[src/rtl/branch_predictor_pkg.sv]
// Shared types and constants for the branch target buffer / direction predictor.
//   PRED_MODE_*  : predictor operating modes (static not-taken, dynamic)
//   cnt_op_e     : saturating counter operation selector
package branch_predictor_pkg;

    localparam int unsigned PRED_MODE_STATIC  = 0;
    localparam int unsigned PRED_MODE_DYNAMIC = 1;

    typedef enum logic [1:0] {
        CNT_HOLD = 2'd0,
        CNT_INC  = 2'd1,
        CNT_DEC  = 2'd2
    } cnt_op_e;

endpackage

[src/rtl/branch_predictor_sat_counter.sv]
// Combinational next-value for a CNT_W-bit saturating counter.
//   cnt_i : current counter value
//   op_i  : hold / increment (saturate at max) / decrement (saturate at 0)
//   cnt_c : next counter value
module branch_predictor_sat_counter
    import branch_predictor_pkg::*;
#(
    parameter int unsigned CNT_W = 2
) (
    input  logic [CNT_W-1:0] cnt_i,
    input  cnt_op_e          op_i,
    output logic [CNT_W-1:0] cnt_c
);

    localparam logic [CNT_W-1:0] CNT_MAX = '1;
    localparam logic [CNT_W-1:0] CNT_MIN = '0;

    always_comb begin
        cnt_c = cnt_i;
        case (op_i)
            CNT_INC: if (cnt_i != CNT_MAX) cnt_c = cnt_i + CNT_W'(1);
            CNT_DEC: if (cnt_i != CNT_MIN) cnt_c = cnt_i - CNT_W'(1);
            default: cnt_c = cnt_i;
        endcase
    end

endmodule

[src/rtl/branch_predictor.sv]
// Branch target buffer with saturating-counter direction prediction.
// Fetch looks up its PC combinationally (zero latency); EX/MEM writes back
// the resolved outcome and receives a flush request plus redirect PC.
//   CLK, RST           : clock, synchronous active-high reset
//   lookup_pc/_en      : fetch PC, fetch-advancing qualifier (stats only)
//   pred_hit/_taken/_target : lookup result, target = lookup_pc+4 when not taken
//   update_*           : resolved branch/jump from EX/MEM
//   mispredict, correct_pc  : flush request and redirect PC
//   stat_lookups, stat_mispredicts : free-running wrap-around counters
module branch_predictor
    import branch_predictor_pkg::*;
#(
    parameter int unsigned ENTRIES = 16,
    parameter int unsigned CNT_W   = 2,
    parameter int unsigned MODE    = 1,
    parameter int unsigned WORD_W  = 32
) (
    input  logic              CLK,
    input  logic              RST,
    input  logic [WORD_W-1:0] lookup_pc,
    input  logic              lookup_en,
    output logic              pred_hit,
    output logic              pred_taken,
    output logic [WORD_W-1:0] pred_target,
    input  logic              update_en,
    input  logic [WORD_W-1:0] update_pc,
    input  logic              update_taken,
    input  logic [WORD_W-1:0] update_target,
    input  logic              update_pred_taken,
    input  logic [WORD_W-1:0] update_pred_target,
    output logic              mispredict,
    output logic [WORD_W-1:0] correct_pc,
    output logic [31:0]       stat_lookups,
    output logic [31:0]       stat_mispredicts
);

    localparam int unsigned IDX_W    = $clog2(ENTRIES);
    localparam int unsigned TAG_W    = WORD_W - IDX_W - 2;
    localparam int unsigned CNT_HALF = 1 << (CNT_W - 1);
    localparam logic [CNT_W-1:0] CNT_WEAK_T  = CNT_W'(CNT_HALF);
    localparam logic [CNT_W-1:0] CNT_WEAK_NT = CNT_W'(CNT_HALF - 1);
    localparam bit DYN = (MODE == PRED_MODE_DYNAMIC);

    typedef struct packed {
        logic              valid;
        logic [TAG_W-1:0]  tag;
        logic [WORD_W-1:0] target;
        logic [CNT_W-1:0]  cnt;
    } btb_entry_t;

    localparam btb_entry_t ENTRY_RST = '{
        valid:  1'b0,
        tag:    '0,
        target: '0,
        cnt:    CNT_WEAK_NT
    };

    // Elaboration-time parameter sanity checks
    if (ENTRIES < 2 || (1 << IDX_W) != ENTRIES) begin : g_bad_entries
        $error("branch_predictor: ENTRIES must be a power of 2, >= 2");
    end
    if (CNT_W < 1 || CNT_W > 4) begin : g_bad_cnt_w
        $error("branch_predictor: CNT_W must be 1..4");
    end
    if (MODE > 1) begin : g_bad_mode
        $error("branch_predictor: MODE must be 0 or 1");
    end

    btb_entry_t btb_q [ENTRIES];
    btb_entry_t btb_d [ENTRIES];
    logic [31:0] stat_lookups_q, stat_lookups_d;
    logic [31:0] stat_mispredicts_q, stat_mispredicts_d;

    logic [IDX_W-1:0]  lk_idx, up_idx;
    logic [TAG_W-1:0]  lk_tag, up_tag;
    btb_entry_t        lk_entry, up_entry;
    logic              up_hit;
    logic [WORD_W-1:0] actual_next;
    cnt_op_e           cnt_op;
    logic [CNT_W-1:0]  cnt_nxt;

    // Byte-offset bits and the carried prediction bit do not affect the result
    logic unused_bits;
    assign unused_bits = ^{lookup_pc[1:0], update_pc[1:0], update_pred_taken};

    assign lk_idx = lookup_pc[IDX_W+1:2];
    assign lk_tag = lookup_pc[WORD_W-1:IDX_W+2];
    assign up_idx = update_pc[IDX_W+1:2];
    assign up_tag = update_pc[WORD_W-1:IDX_W+2];

    // Lookup reads registered state only, so a same-cycle update is not bypassed
    always_comb begin
        lk_entry    = btb_q[lk_idx];
        pred_hit    = lk_entry.valid && (lk_entry.tag == lk_tag);
        pred_taken  = DYN && pred_hit && lk_entry.cnt[CNT_W-1];
        pred_target = pred_taken ? lk_entry.target : lookup_pc + WORD_W'(4);
    end

    // Resolution check against the prediction carried down the pipe
    always_comb begin
        actual_next = update_taken ? update_target : update_pc + WORD_W'(4);
        mispredict  = update_en && (update_pred_target != actual_next);
        correct_pc  = update_en ? actual_next : '0;
    end

    // Direction counter step for the entry being updated
    always_comb begin
        up_entry = btb_q[up_idx];
        up_hit   = up_entry.valid && (up_entry.tag == up_tag);
        cnt_op   = CNT_HOLD;
        if (update_en && DYN && up_hit) begin
            cnt_op = update_taken ? CNT_INC : CNT_DEC;
        end
    end

    branch_predictor_sat_counter #(
        .CNT_W (CNT_W)
    ) u_sat_counter (
        .cnt_i (up_entry.cnt),
        .op_i  (cnt_op),
        .cnt_c (cnt_nxt)
    );

    // Table write: train on hit, allocate weakly-taken on a taken miss
    always_comb begin
        btb_d = btb_q;
        if (update_en && DYN) begin
            if (up_hit) begin
                btb_d[up_idx].cnt = cnt_nxt;
                if (update_taken) begin
                    btb_d[up_idx].target = update_target;
                end
            end else if (update_taken) begin
                btb_d[up_idx] = '{
                    valid:  1'b1,
                    tag:    up_tag,
                    target: update_target,
                    cnt:    CNT_WEAK_T
                };
            end
        end
    end

    always_comb begin
        stat_lookups_d     = stat_lookups_q + 32'(lookup_en);
        stat_mispredicts_d = stat_mispredicts_q + 32'(mispredict);
    end

    // Reset dominates any concurrent update
    always_ff @(posedge CLK) begin
        if (RST) begin
            for (int i = 0; i < int'(ENTRIES); i++) begin
                btb_q[i] <= ENTRY_RST;
            end
            stat_lookups_q     <= '0;
            stat_mispredicts_q <= '0;
        end else begin
            btb_q              <= btb_d;
            stat_lookups_q     <= stat_lookups_d;
            stat_mispredicts_q <= stat_mispredicts_d;
        end
    end

    assign stat_lookups     = stat_lookups_q;
    assign stat_mispredicts = stat_mispredicts_q;

endmodule

[config.mk]
export PLATFORM = sky130hd
export DESIGN_NAME = branch_predictor
export DESIGN_NICKNAME = d
export VERILOG_FILES = /design/src/rtl/branch_predictor_pkg.sv /design/src/rtl/branch_predictor_sat_counter.sv /design/src/rtl/branch_predictor.sv
export SDC_FILE = /design/constraint.sdc
export NUM_CORES = 2
export LEC_CHECK = 0
export BUFFER_PORTS_ARGS = -buffer_cell sky130_fd_sc_hd__clkbuf_2
export CORE_MARGIN = 3
export CORE_UTILIZATION = 67
export DETAILED_ROUTE_END_ITERATION = 6
export GPL_TIMING_DRIVEN = 1
export MAX_ROUTING_LAYER = met4
export PLACE_DENSITY = 0.83
export SLEW_MARGIN = 20
export SYNTH_ARGS = -nofsm -noshare
export SYNTH_HDL_FRONTEND = slang
export SYNTH_SLANG_ARGS = --single-unit
[constraint.sdc]
create_clock -name CLK -period 13.2 [get_ports CLK]
set_input_delay 0.66 -clock CLK [delete_from_list [all_inputs] [get_ports CLK]]
set_output_delay 0.66 -clock CLK [all_outputs]
set_load 0.01 [all_outputs]
Word-level counts from Yosys, hierarchy flattened
Cells that the tools add are included.
- bitwise operators: 2
- multiplexer cells: 26
- magnitude comparators: 3
- equality and inequality tests: 6
- $add $sub $neg: 6
- reductions and logical operators: 9
- operators by type and width (operator ; number):
    bitwise mux 976 bit ; 3
    2-to-1 mux 976 bit ; 3
    demux 61 bit (select 4 bit) ; 3
    binary-select mux 61 bit (select 4 bit) ; 2
    2-to-1 mux 61 bit ; 5
    2-to-1 mux 32 bit ; 3
    adder 32 x 1 -> 32 bit ; 2
    adder 32 x 3 -> 32 bit, second input constant ; 2
    equality test 26 bit ; 2
    2-to-1 mux 34 bit ; 1
    inequality test 32 bit ; 1
    >= comparator 5 bit, second input constant ; 2
    2-to-1 mux 2 bit ; 5
    inverter 4 -> 5 bit ; 2
    logical AND 1 bit ; 6
    < comparator 5 x 1 -> 1 bit, second input constant ; 1
    one-hot mux 2 bit (2 select lines) ; 1
    nonzero test 2 bit ; 2
    adder 2 x 1 -> 2 bit, second input constant ; 1
    equality test 2 x 1 -> 1 bit, second input constant ; 1
    equality test 2 bit, second input constant ; 1
    inequality test 2 bit, second input constant ; 1
    AND reduction 2 bit ; 1
    subtractor 2 x 1 -> 2 bit, second input constant ; 1
- output and inout port bits: 131
- bits of input ports: 134
- logic and storage cells: 118
- register bits: 1040

Longest topological paths before layout
- depth in word-level cells: 14
- mapped depth: 24
- depth with buffers taken out: 19

Cells and area by module
Synthesis repeated with hierarchy kept, for this count alone.
- cell total of the unflattened synthesis: 6079
- area total of the unflattened synthesis: 52312.7 µm²
- modules (own cells, without submodules) (module ; seq. area each (µm²) ; cells an instance ; area an instance (µm²) ; instances):
    branch_predictor ; 20820.0 ; 6066 ; 52235.1 ; 1
    branch_predictor_sat_counter ; 0.0 ; 13 ; 77.6 ; 1

Least setup slack after synthesis
Ideal clock, no wire load.
- path type: input port to flip-flop
- start: input port update_pc[5]
- end: register stat_mispredicts_q[26], in the netlist stat_mispredicts[26]
- buffers on the path: 4
- data arrival time: 4.961 ns
- slack: 8.112 ns
- setup time: 0.128 ns
- cell stages on the path: 21
- data required time: 13.072 ns
- path through: buf_2 buf_4 buf_2 buf_2 nand4_1 nor4_1 nand2b_1 a21oi_1 a21oi_1 a41oi_1 nor3_1 a41oi_1 ha_1 ha_1 nand2_1 nor3_1 nand4_1 nor2_1 nand2_1 xor2_1 nor2_1
- word-level cells in the longest chain between the ends: 5
- ends and longest elaborated chain (element ; RTL line ; text):
    start: declaration ; branch_predictor.sv:26 ; input logic [WORD_W-1:0] update_pc,
    adder 32 x 3 -> 32 bit ; branch_predictor.sv:101 ; actual_next = update_taken ? update_target : update_pc + WORD_W'(4);
    2-to-1 mux 32 bit ; branch_predictor.sv:101 ;
    inequality test 32 bit ; branch_predictor.sv:102 ; mispredict = update_en && (update_pred_target != actual_next);
    logical AND 1 bit ; branch_predictor.sv:102 ;
    via mispredict ; branch_predictor.sv:31 ; output logic mispredict,
    adder 32 x 1 -> 32 bit ; branch_predictor.sv:146 ; stat_mispredicts_d = stat_mispredicts_q + 32'(mispredict);
    end signal: assignment ; branch_predictor.sv:160 ; stat_mispredicts_q <= stat_mispredicts_d;
    end: declaration ; branch_predictor.sv:72 ; logic [31:0] stat_mispredicts_q, stat_mispredicts_d;
The timed path passes the listed nets, and every way through them passes these cells.
A chain may end at the register's enable or synchronous reset.

Final worst setup path
- start: input port lookup_pc[2]
- end: output port pred_target[28]
- word-level cells in the longest chain between the ends: 8
- elaborated cells on any way between the ends: 9
- those cells by class: add/sub (1); eq/ne (1); mux (4); bitwise (1); reduce/logical (2)
- ends and longest elaborated chain (element ; RTL line ; text):
    start: declaration ; branch_predictor.sv:20 ; input logic [WORD_W-1:0] lookup_pc,
    inverter 4 -> 5 bit (not written as such) ; branch_predictor.sv:93 ; lk_entry = btb_q[lk_idx];
    binary-select mux 61 bit (select 4 bit) ; branch_predictor.sv:93 ;
    2-to-1 mux 61 bit (not written as such) (2 in series) ; branch_predictor.sv:93 ;
    equality test 26 bit ; branch_predictor.sv:94 ; pred_hit = lk_entry.valid && (lk_entry.tag == lk_tag);
    logical AND 1 bit ; branch_predictor.sv:94 ;
    logical AND 1 bit ; branch_predictor.sv:95 ; pred_taken = DYN && pred_hit && lk_entry.cnt[CNT_W-1];
    2-to-1 mux 32 bit (*) ; branch_predictor.sv:96 ; pred_target = pred_taken ? lk_entry.target : lookup_pc + WORD_W'(4);
    end: declaration ; branch_predictor.sv:24 ; output logic [WORD_W-1:0] pred_target,
Mark *: on every way between the ends. The rest lies on a longest branch, timed or not. The select of a mux whose other input is x is not followed.

==> results <==
- In the global route stage, overall resource usage came out at 0.425.
- In this run, the number of DRC markers left after iteration 0 of detailed routing was approximately 6800.
- The average cell area after synthesis is 9.44 um2.
- After detailed routing, the number of vias per cell comes to between 6 and 7.
- The clock skew is 26.2 ps.
- Setup violations remaining at the end of the flow were counted as 0.
- Prior to clock tree synthesis, the placed netlist has a worst setup slack of 6480 ps.
- The detailed-route DRC error count is 2.
- In the synthesized netlist, the cells that appear most often are sky130_fd_sc_hd__nand2_1 (1116), sky130_fd_sc_hd__dfxtp_1 (1040), sky130_fd_sc_hd__nor2_1 (608).
- After filler insertion, the fill cell instance count of the layout stands at 5173.
- The flop and latch count out of synthesis is 1040.
- In this run the worst path has a maximum fanout of 63.
- The endpoint required time on the critical path is ~13000 ps.
- The first global-routing pass estimated 256000 um of wire.
- For the pin with the worst max-slew slack, the measured transition is 1270 ps.
- The leading register cell type out of synthesis is sky130_fd_sc_hd__dfxtp_1.
- Yosys attributes the largest share of cell area to sky130_fd_sc_hd__dfxtp_1 (40%), sky130_fd_sc_hd__mux4_2 (17%), sky130_fd_sc_hd__mux2i_1 (9.9%).
- On the worst path, the slowest cell contributes a delay of 770 ps.
- At the end of routability-driven placement, the weighted congestion stood at just over 1.
- The final antenna-violating net count is 0.
- Counting the buffers created by CTS gives 105.
- The initial antenna violation count is 22.
- In this run the register-to-register setup slack is 8640 ps.
- The total overflow left after global routing is 0.
- Derived from the worst setup path, the maximum achievable clock frequency is 147 MHz.
- The via count of the first global-routing pass was 42800.
- The synthesized netlist contains 73 unique library cells.
- The worst setup path startpoint is lookup_pc[2].
- The number of placed instances with taps included is 6308.
- Entering global routing, the biggest net connects 233 pins.
- The half-perimeter wire length after placement is 99900 um.
- Setup repair after global routing left no endpoint under its margin.
- The worst setup path is launched from a primary input.
- The worst reg2reg path depth is 10.
- The max-slew violation count was 0.
- The floorplan has 101 rows.
- The number of primary I/O pins is between 200 and 300.
- For this run, the number of Yosys warnings is 0.
- The synthesized design contains 0 enable-type register cells.
- Input and output buffers added on the ports amount to 263.
- The launch instance of the worst register-to-register path is btb_q[285].
- Dividing the final minimum period by the clock period gives 0.516.
- The number of H-tree levels is 3.
- The remaining max-slew budget at the tightest pin is 0.148.
- The final reports fail on DRC.
- The critical path is of the in -> out type.
- The final design area excluding fillers is 0.0568 mm2.
- Of all cell types, the one taking the most synthesized area is sky130_fd_sc_hd__dfxtp_1.
- The post-cts repair resize count is 0.
- The most frequent cell on the critical path is sky130_fd_sc_hd__buf_4.
- The area of the multi-input gates is 0.0290 mm2.
- The wire length reported by the detailed router is around 170000 um.
- The endpoint of the lowest-slack register-to-register path is btb_q[671].
- The largest vdd supply drop is 0.000114 V.
- The count of TritonRoute iterations in the first routing pass is 7.
- The latest clock arrival within the worst-skew pair is around 700 ps.
- The floorplan step set the die width to 284 um.
- Buffers inserted to repair hold after CTS numbered 0.
- Synthesis handed over a netlist of approximately 5500 instances.
- The area overhead of the layout relative to synthesis is 9.60%.
- Of the cells placed in the final design, the portion with a size suffix greater than 1 is 0.182.
- The post-CTS setup buffer count is 0.
- The share of the core filled with cells in the final layout is 0.744.
- In the final timing run, aggregate negative setup slack is 0 ps.
- The share of synthesized area in the top cell type comes to 0.402.
- The TritonCTS clock tree is done.
- Summed over all cells, the static leakage comes to 19.4 nW.
- The total power is between 6 and 7 mW.
- The floorplan step defined a die boundary enclosing 0.0807 mm2.
- The class of the tightest hold or removal check is in -> reg.
- Dividing the detail-routed wire length by the instance count gives 26.1 um.
- Summing over every cut layer, the via total after detailed routing is about 44000.
- The worst path in the final design needs a cycle of 6810 ps, including I/O delays and setup.
- The clock-pin slew of the registers on the worst-case setup and hold paths is 50 ps.
- After synthesis the cells add up to between 0.05 and 0.06 mm2.
- The worst setup path is captured at an output port.
- The net count after synthesis is around 5600.
- The net count of the finished layout is 5532.
- Registers take 0.0208 mm2.
- The arrival time reported for the critical path endpoint is around 6200 ps.
- The reported max-cap violation count is 0.
- The core area is 0.0763 mm2.
- The critical path endpoint is pred_target[28].
- In the post-synthesis netlist, the cell with the most instances is sky130_fd_sc_hd__nand2_1.
- The initial standard-cell utilization of the core is 0.679.
- Once routing completed, OpenROAD measured the worst setup slack at 6390 ps.
- The tightest hold path in the finished design has a slack of 347 ps.
- The maximum number of buffers from clock root to sink is 3.
- The run finished, with violations left.
- The height of the die is 284 um.
- The share of the Yosys chip area taken by registers is 0.402.
- The slowest stage of the critical path is the sky130_fd_sc_hd__or4b_2 cell.
- The share of synthesized flip-flops with an asynchronous set or reset is 0.
- The final hold violation count is 0.
- Excluding fillers, the count of instances in the completed layout stands at 6523.
- The master cell of the clock root buffer is sky130_fd_sc_hd__clkbuf_16.
- The area after detailed placement is 0.0530 mm2.
- The signal on the critical path passes through buf_8 > buf_4 > buf_4 > mux4_2 > a22oi_1 > o21ai_1 > xor2_1 > nor4_2 > nand4_1 > or4b_2 > buf_4 > mux2_4 > clkbuf_2.
- Dividing total power by cell area gives a power density of roughly 120 mW/mm2.
- For this design, the sink count on the clock tree is between 1000 and 1500.
## layout by cell type, fill, tap and decap left out, types with 29 or more instances in the layout
| cell type | Yosys | final |
|---|---|---|
| sky130_fd_sc_hd__mux2_4 | 29 | 29 |
| sky130_fd_sc_hd__nand4_1 | 39 | 39 |
| sky130_fd_sc_hd__clkbuf_8 | 0 | 38 |
| sky130_fd_sc_hd__nor2_1 | 608 | 593 |
| sky130_fd_sc_hd__clkbuf_16 | 0 | 105 |
| sky130_fd_sc_hd__xnor2_1 | 108 | 108 |
| sky130_fd_sc_hd__buf_4 | 14 | 65 |
| sky130_fd_sc_hd__clkbuf_2 | 0 | 255 |
| sky130_fd_sc_hd__nand2_1 | 1116 | 1100 |
| sky130_fd_sc_hd__mux2i_1 | 514 | 514 |
| sky130_fd_sc_hd__nand3_1 | 67 | 67 |
| sky130_fd_sc_hd__mux4_2 | 391 | 391 |
| sky130_fd_sc_hd__dfxtp_1 | 1040 | 1040 |
| sky130_fd_sc_hd__a21oi_1 | 587 | 571 |
| sky130_fd_sc_hd__and3_1 | 33 | 32 |
| sky130_fd_sc_hd__o21ai_0 | 31 | 31 |
| sky130_fd_sc_hd__xor2_1 | 105 | 105 |
## logic make-up after synthesis
kind of cell | after synthesis | synth area share
flops | 1040 | 0.402
mux | 945 | 0.280
buf+inv | 562 | 0.0464
xor+xnor | 213 | 0.0360
simple gates | 1989 | 0.156
fa+ha+maj | 11 | 0.00261
compound gates | 732 | 0.0773
## critical path: cells and delay by family
kind | cells | cell delay, ps
AO/OA/AOI/OAI | 2 | 300
XOR/XNOR | 1 | 180
buffers and inverters | 5 | 2400
multiplexers | 2 | 1060
AND/OR/NAND/NOR | 3 | 1420
## registers in the layout (all words and copies together) (netlist names)
register          flops
stat_mispredicts     32
btb_q               976
stat_lookups         32
## routing by layer
metal,global-route usage,vias up,wire length [um]
li1,-,18899,-
met1,0.524,21035,59600
met2,0.606,3442,72500
met3,0.149,936,26200
met4,0.248,0,12200
met5,-,-,0
## how the worst min path moves through the flow
stage                           from              end  cells after the start
after floorplan           btb_q[307]       btb_q[307]                      2
after detailed placement  btb_q[861]       btb_q[861]                      2
after global placement    btb_q[247]       btb_q[247]                      2
final                      lookup_en  stat_lookups[0]                      3
after CTS                  lookup_en  stat_lookups[0]                      3
after global routing       lookup_en  stat_lookups[0]                      3
## layout make-up
type,count,share of cell area
multi-input cells,3890,0.510
flip-flops and latches,1040,0.367
clock buffers,163,0.0568
repair buffers,332,0.0350
well taps,1030,0.0227
clock inverters,26,0.00656
inverters,19,0.00126
diodes,23,0.00101
## report_power, final
group | total, mW | internal, mW | switching, mW
sequential | 3.18 | 3.16 | 0.0157
combinational | 0.566 | 0.176 | 0.390
clock | 3.10 | 1.80 | 1.30
total | 6.84 | 5.14 | 1.70
(Power assumes the default switching activity.)
